File: config.mk
export PLATFORM = sky130hd
export DESIGN_NAME = maze_walker
export DESIGN_NICKNAME = d
export VERILOG_FILES = /design/src/rtl/maze_walker.sv
export SDC_FILE = /design/constraint.sdc
export NUM_CORES = 1
export LEC_CHECK = 0
export CELL_PAD_IN_SITES_DETAIL_PLACEMENT = 1
export CELL_PAD_IN_SITES_GLOBAL_PLACEMENT = 1
export CORE_MARGIN = 2
export CORE_UTILIZATION = 44
export DETAILED_ROUTE_END_ITERATION = 8
export PLACE_DENSITY = 0.81
export SYNTH_ARGS = -nofsm -noshare
export SYNTH_HDL_FRONTEND = slang
export SYNTH_SLANG_ARGS = --single-unit
export TNS_END_PERCENT = 20
File: constraint.sdc
create_clock -name clk -period 6.9 [get_ports clk]
set_input_delay 1.38 -clock clk [delete_from_list [all_inputs] [get_ports clk]]
set_output_delay 1.38 -clock clk [all_outputs]
set_load 0.01 [all_outputs]
File: src/rtl/maze_walker.sv
// Wall-follower maze solver over an external synchronous bitmap RAM (0=free, 1=wall).
// Optional step budget enabled by defining MAZE_STEP_LIMIT_EN.
module maze_walker #(
  parameter int MAZE_WIDTH = 6,
  parameter int MAX_ROW    = 63,
  parameter int MAX_COL    = 63,
  parameter int STEP_WIDTH = 16,
  parameter int MAX_STEPS  = 4096
) (
  input  logic                  clk,
  input  logic                  rst_n,
  input  logic                  start,
  input  logic                  hand,
  input  logic [1:0]            start_dir,
  input  logic [MAZE_WIDTH-1:0] starting_row,
  input  logic [MAZE_WIDTH-1:0] starting_col,
  input  logic                  maze_in,
  output logic [MAZE_WIDTH-1:0] row,
  output logic [MAZE_WIDTH-1:0] col,
  output logic                  maze_oe,
  output logic                  maze_we,
  output logic                  busy,
  output logic                  done,
  output logic                  fail,
  output logic                  timeout,
  output logic [STEP_WIDTH-1:0] steps
);

  typedef enum logic [2:0] {S_IDLE, S_MARK, S_PROBE, S_EVAL, S_DONE} state_t;

  localparam logic [MAZE_WIDTH-1:0] LP_MAX_ROW = MAZE_WIDTH'(MAX_ROW);
  localparam logic [MAZE_WIDTH-1:0] LP_MAX_COL = MAZE_WIDTH'(MAX_COL);

  state_t                r_state, w_next;
  logic [MAZE_WIDTH-1:0] r_cur_row, r_cur_col, r_row, r_col;
  logic                  r_inr, r_hand, r_fail;
  logic [1:0]            r_dir, r_try;
  logic [STEP_WIDTH-1:0] r_steps;

  logic [1:0]            w_ptry, w_pdir, w_tdir;
  logic [MAZE_WIDTH-1:0] w_nb_row, w_nb_col;
  logic                  w_nb_ok, w_at_exit, w_limit, w_move;

  // Heading offset for the t-th try: side turn first, then straight, other side, back.
  function automatic logic [1:0] try_dir(input logic [1:0] d, input logic h, input logic [1:0] t);
    logic [1:0] off;
    case (t)
      2'd0:    off = h ? 2'd3 : 2'd1;
      2'd1:    off = 2'd0;
      2'd2:    off = h ? 2'd1 : 2'd3;
      default: off = 2'd2;
    endcase
    return d + off;
  endfunction

  assign w_ptry = (r_state == S_MARK) ? 2'd0 : r_try + 2'd1;
  assign w_pdir = try_dir(r_dir, r_hand, w_ptry);
  assign w_tdir = try_dir(r_dir, r_hand, r_try);

  always_comb begin
    w_nb_row = r_cur_row;
    w_nb_col = r_cur_col;
    w_nb_ok  = 1'b0;
    case (w_pdir)
      2'd0: begin w_nb_ok = (r_cur_row != '0);         w_nb_row = r_cur_row - 1'b1; end
      2'd1: begin w_nb_ok = (r_cur_col != LP_MAX_COL); w_nb_col = r_cur_col + 1'b1; end
      2'd2: begin w_nb_ok = (r_cur_row != LP_MAX_ROW); w_nb_row = r_cur_row + 1'b1; end
      default: begin w_nb_ok = (r_cur_col != '0);      w_nb_col = r_cur_col - 1'b1; end
    endcase
  end

  assign w_at_exit = ((r_cur_row == '0) || (r_cur_row == LP_MAX_ROW) ||
                      (r_cur_col == '0) || (r_cur_col == LP_MAX_COL)) && (r_steps != '0);
  assign w_move    = !maze_in && r_inr;

`ifdef MAZE_STEP_LIMIT_EN
  localparam logic [STEP_WIDTH-1:0] LP_MAX_STEPS = STEP_WIDTH'(MAX_STEPS);
  logic r_timeout;
  assign w_limit = (r_steps == LP_MAX_STEPS);
  assign timeout = r_timeout;
`else
  assign w_limit = 1'b0;
  assign timeout = 1'b0;
`endif

  always_ff @(posedge clk or negedge rst_n) begin
    if (!rst_n) r_state <= S_IDLE;
    else        r_state <= w_next;
  end

  always_comb begin
    w_next = r_state;
    case (r_state)
      S_IDLE, S_DONE: if (start) w_next = S_MARK;
      S_MARK:         w_next = (w_at_exit || w_limit) ? S_DONE : S_PROBE;
      S_PROBE:        w_next = S_EVAL;
      S_EVAL: begin
        if (w_move)              w_next = S_MARK;
        else if (r_try == 2'd3)  w_next = S_DONE;
        else                     w_next = S_PROBE;
      end
      default:        w_next = S_IDLE;
    endcase
  end

  // The address register always holds the cell the current state works on:
  // the current cell in MARK, the probed neighbour in PROBE/EVAL.
  always_ff @(posedge clk or negedge rst_n) begin
    if (!rst_n) begin
      r_cur_row <= '0;
      r_cur_col <= '0;
      r_row     <= '0;
      r_col     <= '0;
      r_inr     <= 1'b0;
      r_hand    <= 1'b0;
      r_fail    <= 1'b0;
      r_dir     <= 2'd0;
      r_try     <= 2'd0;
      r_steps   <= '0;
`ifdef MAZE_STEP_LIMIT_EN
      r_timeout <= 1'b0;
`endif
    end else begin
      case (r_state)
        S_IDLE, S_DONE: if (start) begin
          r_hand    <= hand;
          r_dir     <= start_dir;
          r_cur_row <= starting_row;
          r_cur_col <= starting_col;
          r_row     <= starting_row;
          r_col     <= starting_col;
          r_try     <= 2'd0;
          r_steps   <= '0;
          r_fail    <= 1'b0;
`ifdef MAZE_STEP_LIMIT_EN
          r_timeout <= 1'b0;
`endif
        end
        S_MARK: begin
          if (!w_at_exit && w_limit) begin
            r_fail    <= 1'b1;
`ifdef MAZE_STEP_LIMIT_EN
            r_timeout <= 1'b1;
`endif
          end else if (!w_at_exit) begin
            r_try <= 2'd0;
            r_row <= w_nb_row;
            r_col <= w_nb_col;
            r_inr <= w_nb_ok;
          end
        end
        S_EVAL: begin
          if (w_move) begin
            r_cur_row <= r_row;
            r_cur_col <= r_col;
            r_dir     <= w_tdir;
            if (r_steps != '1) r_steps <= r_steps + 1'b1;
          end else if (r_try == 2'd3) begin
            r_fail <= 1'b1;
          end else begin
            r_try <= w_ptry;
            r_row <= w_nb_row;
            r_col <= w_nb_col;
            r_inr <= w_nb_ok;
          end
        end
        default: ;
      endcase
    end
  end

  assign row     = r_row;
  assign col     = r_col;
  assign maze_we = (r_state == S_MARK);
  assign maze_oe = (r_state == S_PROBE) && r_inr;
  assign busy    = (r_state == S_MARK) || (r_state == S_PROBE) || (r_state == S_EVAL);
  assign done    = (r_state == S_DONE);
  assign fail    = r_fail;
  assign steps   = r_steps;

endmodule
==> metrics, run 1 <==
status finished clean; diodes inserted 0; min-delay src col[2]; First DRT Iteration DRCs 65; first-pass GRT wire length 15100 microns; Final #Nets 450; Reg power frac 21.8%; CP Launch Type register; VDD IR max 0.334 mV; CTS Buf Count 5; total track usage 22.6%; Slew Limit Headroom 43.6%; share of layout cells above drive strength 1 5.84%; clock power share 7.5%; post-layout minimum cycle time 4.14 ns; Residual DRC 0; RSZ-0062 raised after global routing no; Max-Cap Viols 0; root buf cell clkbuf_8; die width 90.4 microns; hold buffer count at cts 0; routability cong. 0.804; actual slew at the worst max-slew pin 0.847 ns; R2R setup slack 2.76 ns; crit path DAT 4.37 ns; Synth Area in Adders 8.46%; Final period util 60.0%; clk sinks 50; vias in the first global route 3065; initial antenna violation count 0; post-cts resize count 0; Clk Latency, worst-skew pair 0.31 ns; Post-Syn Nets 401; Crit path required time 7.12 ns; most frequent cells in the layout 50 x dfrtp_1, 50 x clkdlybuf4s50_1, 43 x nand2_1; post-synthesis xor/xnor area fraction 6.40%; Post-Route WL 8690 microns; Netlist cell types 53; critical path endpoint category register; #FFs+latches synth 50; Seq/Total Area, Yosys 38.1%; Clock Path Buffers 2; crit path max fanout 11; via count 2820; post-route ant nets 0; min-delay worst type reg -> reg; CTS clk-pin slew, worst paths 0.10 ns; Boundary Pins 53; highest clock rate 0.241 GHz; CTS tree done; Internal 0.00121 W; clk_skew 0.0111 ns; sink of the worst hold path col[2]; WL/cell 17.0 microns; Net Switching 0.00116 W; pin count of the biggest net entering global routing 51; vias per cell 5.53; Critical Path Max Stage Delay 0.58 ns; Initial Utilization 45.3%; PD cells 600 nW/um^2; worst hold path depth 2; switch share 49.0%; grt total ovfl 0; Crit path top cell by count ha_1; critical-path cell list nor2b_1, nand2_1, nand2_1, ha_1, xnor2_1, xnor2_1, inv_1, ha_1, inv_1, ha_1, a211oi_1, nor3_1, or3_1, xor2_1, nor2_1, o31ai_1; Post-CTS Setup Repair Bufs 0; # setup viols final 0; post-synthesis compound-gate area fraction 15.0%; Critical Path Slowest Stage Cell dfrtp_1; Port Buf Inserts 51; Syn Inst Count 361; setup_tns 0 ns; full die area 8170 sq um; largest family of logic cells by synthesized area simple AND/OR/NAND/NOR gates; EDFF count, synth 0; Hold Fails Final Rpt 0; DR pass1 iterations 4; dpl hpwl 6390 microns; Synth warnings 0; Area Growth Syn to Fin 20.4%; H-tree levels 2; DIE HEIGHT 90.4 microns; core box area 7250 sq um; R2R cell count 16; post-route insts no fill 510; post-synthesis simple-gate area fraction 21.0%; Syn Area/Cell 9.10 sq um; crit path kind reg -> reg; combinational share of power 70.6%; # rows 31; Slew Limit Fails 0; RR Startpoint r_state[0]; Placed Instances 502; P_leak 1.77 nW; fillers 858; Worst R2R End col[5]; Mapped Area 3280 sq um; Main synth FF type dfrtp_1; mux cell area share after synthesis 6.55%; asr flop ratio synth 100%
power by group through the flow:
| stage | sequential, W | clock (W) | combinational [W] |
|---|---|---|---|
| 6_report | 0.000519 | 0.000178 | 0.00168 |
| 5_1_grt | 0.000536 | 0.000193 | 0.00191 |
| 4_1_cts | 0.000519 | 0.000183 | 0.00169 |
| 3_5_place_dp | 0.000524 | 0 | 0.00168 |
| 3_3_place_gp | 0.000519 | 0 | 0.00160 |
| 2_1_floorplan | 0.000501 | 0 | 0.00123 |
worst max-delay path: cells and delay by family (launching register included):
family	cells	cell delay [ns]
adders and majority gates	3	0.70
and+or+nand+nor	6	1.25
DFF	1	0.58
buffers and inverters	2	0.31
xor gates and xnor gates	3	0.59
AOI/OAI and AO/OA	2	0.63
per-stage QoR:
step / setup slack [ns] / hold slack [ns] / utilization (%) / total power, W / area [sq um]
2_1_floorplan: 3.52 / 0.484 / - / 0.00173 / 3280
3_3_place_gp: 2.78 / 0.488 / 53.3 / 0.00212 / 3870
3_5_place_dp: 2.72 / 0.498 / 53.3 / 0.00220 / 3870
4_1_cts: 2.76 / 0.523 / 54.5 / 0.00239 / 3960
5_1_grt: 2.33 / 0.557 / 54.5 / 0.00264 / 3960
6_report: 2.76 / 0.522 / 54.5 / 0.00237 / 3960
metal layers:
layer  part of all wire (%)  track usage (%)  wire [microns]  vias to the layer above
met1                     46             29.4            4000                     1387
li1                       -                -               -                     1370
met3                    3.2             3.42             281                        9
met4                    1.2             5.51             108                        0
met5                      0                0               0                        -
met2                     49             39.7            4300                       54
cell type report:
| cell class | instances | area [sq um] | share of cell area (%) |
|---|---|---|---|
| multi-input cells | 280 | 1890 | 47.7 |
| flip-flops and latches | 50 | 1250 | 31.6 |
| repair buffers | 56 | 543 | 13.7 |
| well taps | 99 | 124 | 3.13 |
| clock buffers | 6 | 72.6 | 1.83 |
| inverters | 17 | 63.8 | 1.61 |
| clock inverters | 2 | 13.8 | 0.348 |
synthesized netlist by cell type (all sizes together) (6+ instances only):
| cell | count | area, sq um |
|---|---|---|
| dfrtp | 50 | 1250 |
| nand2 | 43 | 161 |
| nor2 | 38 | 143 |
| o21ai | 36 | 180 |
| ha | 19 | 238 |
| a21oi | 17 | 85.1 |
| inv | 17 | 63.8 |
| mux2i | 17 | 170 |
| xor2 | 13 | 114 |
| xnor2 | 11 | 96.3 |
| buf | 8 | 60.1 |
| nand4 | 8 | 50.1 |
| nand3 | 7 | 35.0 |
| nor4 | 7 | 58.8 |
| and4 | 6 | 52.6 |
| clkbuf | 6 | 22.5 |
worst max path at each step:
stage | from | to | slack, ns | cells after the start
2_1_floorplan | r_state[0] | col[5] | 3.52 | 17
3_3_place_gp | start | r_inr | 2.78 | 8
3_5_place_dp | start | r_inr | 2.72 | 8
4_1_cts | r_state[0] | col[5] | 2.76 | 16
5_1_grt | r_state[0] | col[5] | 2.33 | 16
6_report | r_state[0] | col[5] | 2.76 | 16
sequential cells by signal, indices dropped and copies added, names as in the netlist:
name	cells
steps	16
r_cur_col	6
r_dir	2
r_try	2
r_inr	1
col	6
r_state	3
row	6
fail	1
r_cur_row	6
r_hand	1
cell families after synthesis:
logic type               after synthesis
AND/OR/NAND/NOR                      134
flip-flops                            50
buffers and inverters                 31
adder cells (fa/ha/maj)               21
multiplexers                          21
AO/OA/AOI/OAI                         79
XOR/XNOR                              24
other                                  1
No activity file was read; power rests on OpenSTA's default activity.
==> run 2, diff against run 1 <==
CORE_UTILIZATION = 41   (was 44)
PLACE_DENSITY = 0.76   (was 0.81)
clock period = 3.9 ns   (was 6.9 ns; I/O delays follow)
==> run 2 against run 1 <==
Worst setup slack got worse by 2.5 ns. Clock power up 120%. Critical path type unchanged. Sequential power grew 76%. Clock skew rose by 0.0052 ns. Die area rose by 7.0%. Global-route usage shrank 1.2 points. Sequential share of layout area is 0.56 points lower. Combinational power up 80%. Non-clock buffer count grew 4.
==> metrics, run 2 (same netlist as run 1, synthesis figures left out) <==
Crit path max-delay family simple AND/OR/NAND/NOR gates; Max-Cap Viols 0 (unchanged); H-tree levels 2 (unchanged); CP Launch Type register; First DRT Iteration DRCs 118 (+82%); crit path DAT 3.85 ns (-0.52 ns); Setup Slack @ Placement 0.293 ns (-2.43 ns); clk_skew 0.0163 ns (+0.00522 ns); post-cts resize count 0 (unchanged); DIE HEIGHT 93.5 microns (+3.4%); most frequent cells in the layout 50 x clkdlybuf4s50_1, 49 x dfrtp_1, 43 x nand2_1; DR pass1 iterations 4 (unchanged); post-route insts no fill 517 (+1.4%); post-layout minimum cycle time 3.64 ns (-0.503 ns); routing usage on met1 29.2% (-0.19 points); Final #Nets 454 (+0.89%); hold buffer count at cts 0 (unchanged); full die area 8740 sq um (+7.0%); crit path max fanout 7 (-4); CTS tree done; Hold Fails Final Rpt 0 (unchanged); grt met3 use 1.77% (-1.6 points); Critical Path Slowest Stage Cell or4_1; P_leak 1.81 nW (+1.8%); critical-path cell list nor2b_1, nand2_1, nand2_1, ha_1, xnor2_1, xnor2_2, inv_1, ha_1, inv_1, ha_1, or4_1, o221ai_1, or3_1, xor2_1, nor2_1, o31ai_1; vias per cell 5.52 (-0.13%); Boundary Pins 53 (unchanged); via count 2855 (+1.2%); Residual DRC 0 (unchanged); WL/cell 16.9 microns (-0.61%); post-route ant nets 0 (unchanged); min-delay worst type reg -> reg; post-layout worst setup margin 0.261 ns (-2.50 ns); Crit path top cell by count ha_1; die width 93.5 microns (+3.4%); root buf cell clkbuf_8; buffers and inverters on the worst path 2 (unchanged); Reg power frac 21.1% (-0.7 points); CTS Buf Count 5 (unchanged); critical path endpoint category register; highest clock rate 0.275 GHz (+14%); first-pass GRT wire length 15000 microns (-0.74%); placed cell area 3900 sq um (+0.87%); Final period util 93.3% (+33 points); CTS clk-pin slew, worst paths 0.10 ns (about the same); flip-flop count of the largest register after layout 16 (unchanged); Clk Latency, worst-skew pair 0.31 ns (about the same); Port Buf Inserts 51 (unchanged); pin count of the biggest net entering global routing 38 (-25%); Top Usage Layer GRT met2; Post-CTS Setup Repair Bufs 0 (unchanged); share of layout cells above drive strength 1 7.71% (+1.9 points); initial antenna violation count 0 (unchanged); Slew Limit Headroom 41.0% (-2.6 points); Slew Limit Fails 0 (unchanged); dpl hpwl 6440 microns (+0.78%); Area Growth Syn to Fin 22.7%; crit path kind reg -> reg; clock power share 8.9% (+1.4 points); Crit path required time 4.12 ns (-3.00 ns); vias in the first global route 2958 (-3.5%); status finished clean; PD cells 1070 nW/um^2 (+79%); VDD IR max 0.572 mV (+71%); # rows 32 (+3.2%); final instance area 4030 sq um (+1.9%); combinational share of power 70.0% (-0.6 points); met2 usage 36.9% (-2.8 points); setup_tns 0 ns (unchanged); commonest non-fill, non-tap cell in the layout clkdlybuf4s50_1; Clock Path Buffers 2 (unchanged); # setup viols final 0 (unchanged); Initial Utilization 42.5% (-2.8 points); Critical Path Max Stage Delay 0.53 ns (-0.05 ns); hold slack 0.521 ns (-0.00147 ns); switch share 47.6% (-1.3 points); core box area 7730 sq um (+6.5%); Placed Instances 509 (+1.4%); actual slew at the worst max-slew pin 0.885 ns (+0.0384 ns); diodes inserted 0 (unchanged); clk sinks 50 (unchanged); Net Switching 0.00206 W (+77%); total track usage 21.4% (-1.2 points); Internal 0.00226 W (+87%); Post-Route WL 8760 microns (+0.76%); routability cong. 0.860 (+7.0%); grt total ovfl 0 (unchanged)
==> run 2: cell types whose count changed in the layout (fill, tap and decap cells not counted), sizes merged <==
cell	change
clkinvlp	+1
bufinv	+1
clkinv	-2
buf	+4
==> run 2: stage by stage <==
step / utilization [%] / power (W)
after global placement: 50.5 / 0.00379
after detailed placement: 50.5 / 0.00390
after floorplan: - / 0.00307
final: 52.2 / 0.00432
after global routing: 52.2 / 0.00479
after CTS: 51.9 / 0.00431
==> run 2: layout make-up <==
class	count	area, sq um
repair buffers	60	573
clock inverters	2	37.5
inverters	17	63.8
fillers	903	3700
clock buffers	6	72.6
flip-flops and latches	50	1250
multi-input cells	280	1900
well taps	102	128
==> run 2: final timing paths <==
kind / startpoint / end / slack (ns) / cells past startpoint
setup reg to reg: r_state[2] / col[5] / 0.26 / 16
max in group asynchronous: rst_n / col[5] / 2.58 / 2
setup / recovery: r_state[2] / col[5] / 0.26 / 16
min in group asynchronous: rst_n / steps[6] / 0.56 / 1
hold reg to reg: row[0] / row[0] / 0.52 / 2
hold / removal: row[0] / row[0] / 0.52 / 2
==> run 2: routing by layer <==
layer,vias up,share of wire (%)
met1,1428,48
met4,0,0.91
met3,8,2.1
met5,-,0
li1,1379,-
met2,40,49
==> run 2: power groups by stage <==
stage / sequential [W] / combinational [W] / clock, W
after CTS: 0.000907 / 0.00301 / 0.000395
after global placement: 0.000906 / 0.00288 / 0
final: 0.000912 / 0.00303 / 0.000383
after global routing: 0.000942 / 0.00344 / 0.000408
after floorplan: 0.000886 / 0.00218 / 0
after detailed placement: 0.000915 / 0.00298 / 0
==> run 2: worst register-to-register path, stage by stage (launching register included) <==
cell and delay [ns]:
dfrtp_1 0.48, nor2b_1 0.10, nand2_1 0.17, nand2_1 0.11, ha_1 0.20, xnor2_1 0.24, xnor2_2 0.17, inv_1 0.09
ha_1 0.24, inv_1 0.17, ha_1 0.29, or4_1 0.53, o221ai_1 0.17, or3_1 0.14, xor2_1 0.14, nor2_1 0.05
o31ai_1 0.25
